===== config.mk =====
export PLATFORM = sky130hd
export DESIGN_NAME = debounce_bank
export DESIGN_NICKNAME = d
export VERILOG_FILES = /design/src/rtl/debounce_bank.sv
export SDC_FILE = /design/constraint.sdc
export NUM_CORES = 1
export LEC_CHECK = 0
export ABC_CLOCK_PERIOD_IN_PS = 2310
export BUFFER_PORTS_ARGS = -buffer_cell sky130_fd_sc_hd__buf_2
export CORE_MARGIN = 2
export CORE_UTILIZATION = 35
export DETAILED_ROUTE_END_ITERATION = 10
export GPL_TIMING_DRIVEN = 0
export HOLD_SLACK_MARGIN = 0.05
export PLACE_DENSITY = 0.56
export SKIP_LAST_GASP = 1
export SYNTH_ARGS = -nofsm -noshare
export SYNTH_HDL_FRONTEND = slang
export SYNTH_SLANG_ARGS = --single-unit

===== constraint.sdc =====
create_clock -name clk_debouncer -period 2.31 [get_ports clk_debouncer]
set_clock_uncertainty 0.15 [all_clocks]
set_input_delay 0.231 -clock clk_debouncer [delete_from_list [all_inputs] [get_ports clk_debouncer]]
set_output_delay 0.231 -clock clk_debouncer [all_outputs]
set_load 0.005 [all_outputs]

===== src/rtl/debounce_bank.sv =====
// debounce_bank: multi-channel synchroniser + saturating stability filter with press/release pulses.
// Optional auto-repeat of btn_press while held is enabled by defining DEBOUNCE_REPEAT_EN.
module debounce_bank #(
    parameter int CHANNELS    = 4,
    parameter int SYNC_STAGES = 2,
    parameter int STABLE_CNT  = 3,
    parameter int CNT_W       = 8,
    parameter int REPEAT_CNT  = 50
) (
    input  logic                clk_debouncer,
    input  logic                rst,
    input  logic                sample_en,
    input  logic [CHANNELS-1:0] btn,
    output logic [CHANNELS-1:0] btn_level,
    output logic [CHANNELS-1:0] btn_press,
    output logic [CHANNELS-1:0] btn_release
);
    if (2**CNT_W <= STABLE_CNT || 2**CNT_W <= REPEAT_CNT) begin : g_cnt_w_check
        $error("CNT_W too narrow for STABLE_CNT/REPEAT_CNT");
    end
    logic [CHANNELS-1:0] sync_q [SYNC_STAGES];
    logic [CNT_W-1:0]    cnt_q  [CHANNELS];
    logic [CNT_W-1:0]    cnt_d  [CHANNELS];
    logic [CHANNELS-1:0] s, acc, level_d, press_d, release_d;
`ifdef DEBOUNCE_REPEAT_EN
    logic [CNT_W-1:0]    rcnt_q [CHANNELS];
    logic [CNT_W-1:0]    rcnt_d [CHANNELS];
    logic [CHANNELS-1:0] rep;
`endif
    assign s = sync_q[SYNC_STAGES-1];
    always_comb begin
        acc   = '0;
        cnt_d = cnt_q;
`ifdef DEBOUNCE_REPEAT_EN
        rep    = '0;
        rcnt_d = rcnt_q;
`endif
        for (int c = 0; c < CHANNELS; c++) begin
            // any agreeing sample restarts the count, so only an unbroken run is accepted
            acc[c]   = sample_en && s[c] != btn_level[c] && cnt_q[c] == CNT_W'(STABLE_CNT - 1);
            cnt_d[c] = !sample_en ? cnt_q[c] : (s[c] == btn_level[c] || acc[c]) ? '0 : cnt_q[c] + 1'b1;
`ifdef DEBOUNCE_REPEAT_EN
            rep[c]    = sample_en && btn_level[c] && !acc[c] && rcnt_q[c] == CNT_W'(REPEAT_CNT - 1);
            rcnt_d[c] = (!btn_level[c] || acc[c] || rep[c]) ? '0 : sample_en ? rcnt_q[c] + 1'b1 : rcnt_q[c];
`endif
        end
        level_d   = btn_level ^ acc;
        release_d = acc & ~s;
`ifdef DEBOUNCE_REPEAT_EN
        press_d   = (acc & s) | rep;
`else
        press_d   = acc & s;
`endif
    end
    always_ff @(posedge clk_debouncer) begin
        if (rst) begin
            for (int k = 0; k < SYNC_STAGES; k++) sync_q[k] <= '0;
            for (int c = 0; c < CHANNELS; c++) cnt_q[c] <= '0;
`ifdef DEBOUNCE_REPEAT_EN
            for (int c = 0; c < CHANNELS; c++) rcnt_q[c] <= '0;
`endif
            btn_level   <= '0;
            btn_press   <= '0;
            btn_release <= '0;
        end else begin
            sync_q[0] <= btn;
            for (int k = 1; k < SYNC_STAGES; k++) sync_q[k] <= sync_q[k-1];
            cnt_q       <= cnt_d;
`ifdef DEBOUNCE_REPEAT_EN
            rcnt_q      <= rcnt_d;
`endif
            btn_level   <= level_d;
            btn_press   <= press_d;
            btn_release <= release_d;
        end
    end
endmodule


; Word-level counts from Yosys, hierarchy flattened
; Memories as Yosys holds them, arrays and structs flattened.
; Index checks and enable logic that the tools add are counted.
[word_totals]
wordCells = 51
output_inout_bits = 12
mem_count = 1
inputBits = 7
regBits = 44
mem_bits_rw = 8
[op_classes]
n_addsub = 4
n_mux = 9
n_eq_ne = 12
bitwise = 6
n_reduce_logical = 12
[memory_table]
columns = memory, depth, width, read_ports, rd_ports_with_merged_regs, write_ports, line_no
row1 = sync_q, 2, 4, 2, 0, 2, 21  ; logic [CHANNELS-1:0] sync_q [SYNC_STAGES];
[op_table]
columns = op, count
row1 = $add 8x1->8 const B, 4
row2 = $eq 8x2->1 const B, 4
row3 = $mux 8, 4
row4 = $and 4x4->4, 2
row5 = $logic_and 1x1->1, 8
row6 = $mux 4, 2
row7 = $eq 1x1->1, 4
row8 = $logic_or 1x1->1, 4
row9 = $ne 1x1->1, 4
row10 = $not 4->4, 1
row11 = $xor 4x4->4, 1
row12 = $mux 1, 3
row13 = $or 1x1->1, 2

; Depth between registers and ports, before layout
[depth]
depth_word = 5
mapped_depth = 5
mapped_depth_nobuf = 5

; Least setup slack after synthesis
; OpenSTA, ideal clock, no wires.
[synth_path]
kind = flip-flop to flip-flop
startpoint = reg cnt_q[0] (netlist bit)
endpoint = reg cnt_q[1] (netlist bit)
synth_period_minus_slack_ns = 1.639
setup_ns = 0.080
slack_ns = 0.671
t_arrival_ns = 1.410
required_time_ns = 2.080
path_buffers = 0
stages_incl_launch_ff = 6
cell_sequence = dfxtp_1 inv_1 ha_1 nor4b_2 a221o_1 a211oi_2
[synth_via]
elab_chain_cells = 4
elab_cells_between_ends = 5
classes_between = add/sub (1) / eq/ne (1) / mux (1) / reduce/logical (2)
[synth_rtl]
columns = item, line_no
row1 = "start, declared", 22  ; logic [CNT_W-1:0] cnt_q [CHANNELS];
row2 = "start signal, assigned", 68  ; cnt_q <= cnt_d;
row3 = "parallel branches: the longest is 3 deep, another holds $add 8x1->8", n/a
row4 = $mux 8 (*), 41  ; cnt_d[c] = !sample_en ? cnt_q[c] : (s[c] == btn_level[c] || acc[c]) ? '0 : cnt_q[c] + 1'b1;
; Every way passes the cells marked *.
; A chain may end at the register's enable or synchronous reset.

; Worst setup path after layout
[layout_path]
startpoint = reg cnt_q[16] (netlist bit)
endpoint = reg cnt_q[17] (netlist bit)
; Same word-level chain as after synthesis.

==> flow_summary.yaml <==
flow_run:
  drv_cap: 0
clock_network:
  cts_root_buffer: "clkbuf_8"
  cts_setup_buffers: 0
  cts_tree: "yes"
  clock_path_buffers: 2
  h-tree-depth: 2
  path_clk_slew_ns: 0.10
  cts_made_buffers: 5
  cts.sinks: 52
  clk_latency_ns: 0.31
  ctsResizeCount: 0
timing:
  period_share_pct: 77.9
  hold_viol: 0
  tns_ns: 0
  min_period_ns: 1.80
  slew_violations: 0
  fin_ws_ns: 0.510
  relSlewSlack_pct: 67.1
  setup_viol: 0
  tightest_slew_ns: 0.493
  rsz0062_at_grt: "no"
  max_freq_ghz: 0.556
detailed_routing:
  vias: 1629
  maxUsedRoutingLayer: "met4"
  drc: 0
  routed_wl_um: 4140
  met1_length_um: 2040
  drt_pass1_iterations: 4
  drt_iter0_markers: 67
  routed-wl-met2_um: 1890
  met3_length_um: 156
  routedWlPerCell_um: 12.7
  drtAntennaViolNets: 0
  viasPerCell: 5.01
power:
  p_per_area_nw_per_um2: 661
  ir_worst_vdd_uv: 382
  leakage_nw: 0.915
global_routing:
  antenna_found_initial: 0
  grt_pass1_wl_um: 7060
  grt-ovfl-total: 0
  grt_start_max_net_pins: 16
  first_global_vias: 1504
  grt_usage_pct: 12.3
final_layout:
  diodes: 0
  multi_input_comb_area_sq_um: 1150
  layout.cells.non_filler: 325
  layout_common_cells: "dfxtp_1, nor2_1, buf_2, nand2_1, a21oi_1"
  final_area_sq_um: 2590
  layout_commonest_cell: "dfxtp_1"
  drive_gt1_share_pct: 21.0
  layout.area.seq_sq_um: 1040
  final_nets: 262
  syn_to_final_growth_pct: 15.7
  fillers: 636
worst_setup_path:
  timing.rr.start: "cnt_q[16]"
  criticalPathCategory: "flop to flop"
  startpoint_type: "flop"
  rr_worst_depth: 5
  critPathMaxFanout: 8
  worstPathRequired_ns: 2.40
  reg2reg_slack_ns: 0.51
  end_kind: "flop"
  r2r_end: "cnt_q[17]"
  crit_arrival_ns: 1.89
hold_path:
  hold_path_depth: 4
  min_path_type: "input pin to flop"
  min_from: "sample_en"
  min_delay_worst_endpoint: "btn_level[1]"
logic_synthesis:
  yosysWarnings: 0
  yosysSeqAreaShare_pct: 46.5
  yosysUniqueCellTypes: 26
  synthCells: 218
  syn_area_sq_um: 2240
  avgSynthCellArea_sq_um: 10.3
  ys_ff_latch: 52
  synth_nets: 233
placement:
  placed_cell_area_sq_um: 2430
  finalWeightedCongestion: 0.776
  pre_cts_slack_ns: 0.513
  hpwl_um: 2880
  io_buffer_count: 18
  place_inst: 313
die:
  dieHeight_um: 84.0
  dieArea_sq_um: 7060
  die_w_um: 84.0
  io_pins: 19
  core-area_sq_um: 6280
  start_util_pct: 35.7
  fp-row-count: 29
run_status:
  outcome: "completed"
-- routing by layer --
| metal | global-route usage (%) | up-vias |
|---|---|---|
| met2 | 19.8 | 27 |
| met4 | 3.96 | 0 |
| met3 | 3.66 | 6 |
| met5 | 0 | - |
| met1 | 15.9 | 761 |
| li1 | - | 835 |
-- layout make-up --
type	instances	area share, %
clock buffers	7	3.71
clock inverters	1	1.16
flip-flops and latches	52	40.1
multi-input cells	156	44.2
plain buffers	5	1.35
repair buffers	22	5.02
inverters	5	0.724
well taps	77	3.71
-- what timing repair did --
item,CTS,global route
hold endpoints to repair,4,0
hold buffers,4,0
setup endpoints to repair,0,0
-- worst max-delay path by stage --
stage	from	end	slack, ns	cells after the start
5_1_grt	cnt_q[1]	cnt_q[0]	0.38	4
3_3_place_gp	cnt_q[16]	cnt_q[17]	0.53	5
6_report	cnt_q[16]	cnt_q[17]	0.51	5
4_1_cts	cnt_q[16]	cnt_q[17]	0.48	5
3_5_place_dp	cnt_q[16]	cnt_q[17]	0.51	5
2_1_floorplan	cnt_q[0]	cnt_q[1]	0.67	5
-- where the power goes --
group | total, mW | switching, mW | internal [mW]
clock | 0.685 | 0.303 | 0.383
combinational | 0.102 | 0.0566 | 0.0459
sequential | 0.928 | 0.0167 | 0.911
total | 1.72 | 0.376 | 1.34
-- cells in the mapped netlist --
master    count  share of area [%]
a221o_1       4                1.8
nand2_1      17                2.8
nand4_2       1               0.56
inv_1         5               0.84
buf_2         1               0.22
xnor2_1       9                3.5
nor4b_2       8                5.4
nor4b_1       8                3.1
ha_1          8                4.5
o31ai_1       2               0.67
a211oi_2      4                2.2
or3_1        10                2.8
buf_6         2                1.0
nand4_4       2                1.9
xor2_1       11                4.3
a21oi_2       2               0.78
nand4_1       7                2.0
nor2b_1       8                2.2
or4_4         2                1.0
nor2_1       20                3.3
clkbuf_1      2               0.34
nand3_1       5                1.1
a21oi_1      14                3.1
dfxtp_1      52                 46
a21bo_2       4                1.8
o21ai_0      10                2.2
-- per-stage QoR --
step	utilization, %	hold WS [ns]	power [mW]
after CTS	41.3	0.277	1.74
after detailed placement	38.7	0.270	1.05
after global routing	41.3	0.292	1.78
after floorplan	-	0.209	1.02
after global placement	38.7	0.272	1.05
final	41.3	0.290	1.72
-- cells by family after synthesis --
group                      Yosys count  share of synthesized area (%)
xor gates and xnor gates            20                           7.82
DFF                                 52                           46.5
adders and majority gates            8                           4.47
AOI/OAI and AO/OA                   40                           12.6
and+or+nand+nor                     88                           26.2
buffers and inverters               10                           2.40
-- flip-flops by register name (all words and copies together), names as in the netlist --
signal,cells
btn_level,4
btn_press,4
cnt_q,32
btn_release,4
sync_q,8
-- worst max-delay path: stages (launching register included) --
cell	delay, ns
dfxtp_1	0.45
inv_1	0.07
ha_1	0.19
nor4b_2	0.18
a221o_1	0.46
a211oi_2	0.23
Note: power is estimated with default switching activity, not from simulation.
